==> config.mk <==
export PLATFORM = sky130hd
export DESIGN_NAME = prio_enc_arb_flat
export DESIGN_NICKNAME = d
export VERILOG_FILES = /design/src/rtl/prio_enc_arb_if.sv /design/src/rtl/prio_enc_arb.sv /design/src/flat_wrapper.sv
export SDC_FILE = /design/constraint.sdc
export NUM_CORES = 1
export LEC_CHECK = 0
export CAP_MARGIN = 20
export CORE_MARGIN = 1.5
export CORE_UTILIZATION = 43
export DETAILED_ROUTE_END_ITERATION = 6
export PLACE_DENSITY = 0.81
export SETUP_SLACK_MARGIN = 0.1
export SLEW_MARGIN = 30
export SYNTH_ARGS = -nofsm -noshare
export SYNTH_HDL_FRONTEND = slang
export SYNTH_SLANG_ARGS = --single-unit
export TNS_END_PERCENT = 10
==> constraint.sdc <==
create_clock -name clk -period 4 [get_ports clk]
set_clock_uncertainty 0.05 [all_clocks]
set_input_delay 0.8 -clock clk [delete_from_list [all_inputs] [get_ports clk]]
set_output_delay 0.8 -clock clk [all_outputs]
set_load 0.05 [all_outputs]
==> src/rtl/prio_enc_arb_if.sv <==
// Request/result bundle for the priority-encoder arbiter.
// The requester side is master; the arbiter side is slave.
interface prio_enc_arb_if #(
    parameter int N    = 8,
    parameter int IDXW = $clog2(N)
) ();
    logic            enable;
    logic [N-1:0]    req;
    logic            ready;
    logic [IDXW-1:0] idx;
    logic [N-1:0]    grant;
    logic            valid;
    logic            none;

    modport master (
        output enable, req, ready,
        input  idx, grant, valid, none
    );

    modport slave (
        input  enable, req, ready,
        output idx, grant, valid, none
    );
endinterface

==> src/rtl/prio_enc_arb.sv <==
// Registered priority encoder / arbiter, fixed or round-robin.
// Holds one result until the consumer takes it with ready.
module prio_enc_arb #(
    parameter int N    = 8,
    parameter int IDXW = $clog2(N),
    parameter int RR   = 0
) (
    input logic          clk,
    input logic          rst,
    prio_enc_arb_if.slave bus
);
    typedef enum logic {IDLE, HOLD} state_t;

    state_t          state;
    logic [IDXW-1:0] ptr;
    logic [IDXW-1:0] win;
    logic            found;
    logic            load;
    logic            capture;
    int              j;

    assign load    = (state == IDLE) || bus.ready;
    assign capture = load && bus.enable && (|bus.req);

    // Search starts at ptr (0 for fixed priority) and wraps at N,
    // so non-power-of-two N never yields an out-of-range index.
    always_comb begin
        win   = '0;
        found = 1'b0;
        j     = 0;
        for (int k = 0; k < N; k++) begin
            j = (RR != 0) ? int'(ptr) + k : k;
            if (j >= N) j = j - N;
            if (!found && bus.req[j]) begin
                found = 1'b1;
                win   = IDXW'(j);
            end
        end
    end

    always_ff @(posedge clk) begin
        if (rst) begin
            state     <= IDLE;
            bus.valid <= 1'b0;
            bus.grant <= '0;
            bus.idx   <= '0;
            bus.none  <= 1'b0;
            ptr       <= '0;
        end else begin
            bus.none <= load && bus.enable && !(|bus.req);
            if (load) begin
                if (capture) begin
                    state     <= HOLD;
                    bus.valid <= 1'b1;
                    bus.idx   <= win;
                    bus.grant <= {{(N-1){1'b0}}, 1'b1} << win;
                    if (RR != 0) begin
                        ptr <= (win == IDXW'(N-1)) ? '0 : win + 1'b1;
                    end
                end else begin
                    state     <= IDLE;
                    bus.valid <= 1'b0;
                    bus.grant <= '0;
                end
            end
        end
    end
endmodule

==> src/flat_wrapper.sv <==
// flat-port wrapper written by rule: the top's interface ports become plain ports
module prio_enc_arb_flat 
#(
    parameter int N    = 8,
    parameter int IDXW = $clog2(N),
    parameter int RR   = 0
)
  (clk, rst, bus_enable, bus_req, bus_ready, bus_idx, bus_grant, bus_valid, bus_none);
  prio_enc_arb_if #(.N(N), .IDXW(IDXW)) bus_i ();
  input logic clk;
  input logic rst;
  input wire logic [$bits(bus_i.enable)-1:0] bus_enable;
  input wire logic [$bits(bus_i.req)-1:0] bus_req;
  input wire logic [$bits(bus_i.ready)-1:0] bus_ready;
  output wire logic [$bits(bus_i.idx)-1:0] bus_idx;
  output wire logic [$bits(bus_i.grant)-1:0] bus_grant;
  output wire logic [$bits(bus_i.valid)-1:0] bus_valid;
  output wire logic [$bits(bus_i.none)-1:0] bus_none;
  assign bus_i.enable = bus_enable;
  assign bus_i.req = bus_req;
  assign bus_i.ready = bus_ready;
  assign bus_idx = bus_i.idx;
  assign bus_grant = bus_i.grant;
  assign bus_valid = bus_i.valid;
  assign bus_none = bus_i.none;
  prio_enc_arb #(.N(N), .IDXW(IDXW), .RR(RR)) u_core (.clk(clk), .rst(rst), .bus(bus_i));
endmodule
==> metrics.cfg <==
[layout]
diodes = 0
nets = 101
drive_above_1_share_pct = 9.091
fin_util_pct = 67.79
syn2layout_area_growth_pct = 47.80
final_cells = 103
fin_area_um2 = 882.1

[logic_synthesis]
synth.avg_cell_area_um2 = 9.947
ys_seq_area_share_pct = 43.61
netlist_area_um2 = 596.8
yosys.area.top_type = dfxtp_1
synthCells = 60
ys_warn_count = 0
syn_nets = 72
yosysUniqueCellTypes = 25
synth_top_area_share_pct = 43.61
synth_seq_cells = 13
synth_area_leaders = dfxtp_1 (44%), a32o_1 (6.7%), a22o_1 (4.4%)

[global_route]
grt_pass1_wl_um = 2290
grt_start_max_net_pins = 9
grtUsageTotal_pct = 21.52
antenna_found_initial = 0
grt_pass1_vias = 527
gr-total-overflow = 0

[timing]
slew_violations = 0
setup_tns_ns = 0
finalCriticalPeriod_ns = 2.345
slew_headroom_pct = 62.09
period_share_pct = 58.63
setup_viol = 0
rsz0062_at_grt = no
fmax_ghz = 0.4264
final_hold_viol_count = 0
tightest_slew_ns = 0.5635
whs_ns = 0.4119
fin_ws_ns = 1.655

[place]
hpwl_um = 1122
place_worst_setup_slack_ns = 1.377
placed_cell_area_um2 = 855.8
port_buffers = 24
finalWeightedCongestion = 0.9237
placedCellCount = 99

[critical_path]
arrival_ns = 2.49
path_max_fanout = 8
cp-end-kind = register
criticalPathCategory = primary input to register
reg2reg_depth = 4
critPathLaunchType = primary input
critPathRequiredTime_ns = 4.15
rrSetupSlack_ns = 2.65

[die]
die_y_um = 40.26
die_area_um2 = 1620
die_x_um = 40.26
initial_core_util_pct = 45.87
fp-row-count = 13
io-pin-count = 25
coreArea_um2 = 1301

[routing]
drt_iter0_drc = 27
wl_per_cell_um = 14.20
wl_um = 1463
drc_errors = 0
via_count = 594
drt_first_pass_iters = 4
route.antenna.remaining_nets = 0
route.detailed.vias_per_inst = 5.767

[clocking]
clock_latency_ns = 0.28
cts_repair_resize_count = 0
cts_setup_buffers = 0
cts_sinks = 13
clkTransAtPathRegs_ns = 0.08
numCtsBuffers = 3
cts_tree = built
clk_root_buffer_cell = clkbuf_4
cts_buffer_depth = 2
cts_max_level = 1
ctsHoldBuffers = 0

[outcome]
status = completed

[worst_hold_path]
holdPathStages = 2
hp-class = register to register

[run]
drv_cap = 0

[power_and_ir_drop]
irDropWorstVdd_v = 0.0001975
powerDensity_nw_per_um2 = 314.3
p_leak_nw = 0.3321
power.total_uw = 277.2

==> layer usage <==
metal / GRT usage, % / share of wire (%)
met5: 0 / 0
met4: 12.50 / 2.1
met3: 3.333 / 5.9
met2: 31.45 / 44
met1: 29.63 / 48
==> cells in the mapped netlist <==
master and n:
nand4_1 1, a22o_1 3, o21ai_0 2, nor3_1 1, a31oi_1 1, a311oi_1 1
a221oi_2 1, and4b_1 1, a32o_1 4, nor2_1 5, dfxtp_1 13, and3_1 1
a21oi_1 4, nor4_1 2, a21boi_0 1, inv_1 4, nand2_1 4, a41oi_2 1
or4_4 2, a41o_1 1, o21a_1 1, a2111o_1 1, nor2b_1 1, o211ai_4 1
nand2b_1 3
==> kinds of logic after synthesis <==
kind of cell	after synthesis	share of synthesized area, %
AOI/OAI and AO/OA	22	33.55
buffers and inverters	4	2.515
DFF	13	43.61
and+or+nand+nor	21	20.34
==> cell type report <==
| type | instances | area (um2) |
|---|---|---|
| inverter | 4 | 15.01 |
| fill | 112 | 419.2 |
| tap | 15 | 18.77 |
| clock buffer | 4 | 26.28 |
| sequential | 13 | 260.3 |
| timing repair buffer | 24 | 240.2 |
| multi-input combinational | 43 | 321.6 |
==> sequential cells by signal, indices dropped and copies added, names as in the netlist <==
signal            cells
u_core.bus.grant      8
u_core.bus.idx        3
u_core.bus.none       1
u_core.bus.valid      1
==> path summary, 6_finish.rpt <==
path | to | from
max reg2reg | u_core.bus.idx[1] | u_core.bus.valid
min reg2reg | u_core.bus.grant[2] | u_core.bus.grant[2]
max | u_core.bus.idx[0] | bus_req[1]
min | u_core.bus.grant[2] | u_core.bus.grant[2]
==> placed cells by master (no fill, tap or decap), types with 2 or more instances in the layout <==
master / n
a21oi_1: 4
a22o_1: 3
a32o_1: 4
clkbuf_4: 3
clkdlybuf4s50_1: 24
dfxtp_1: 13
inv_1: 4
nand2_1: 4
nand2b_1: 3
nor2_1: 5
nor4_1: 2
o21ai_0: 2
or4_4: 2
==> worst max-delay path: stages <==
cell,delay (ns)
clkdlybuf4s50_1,0.54
or4_4,0.57
o211ai_4,0.27
a41oi_2,0.06
a221oi_2,0.24
==> power breakdown <==
part / internal, mW / switching, mW
combinational: 0.0249 / 0.0352
sequential: 0.133 / 0.00193
clock: 0.0387 / 0.0435
(Power assumes the default switching activity.)
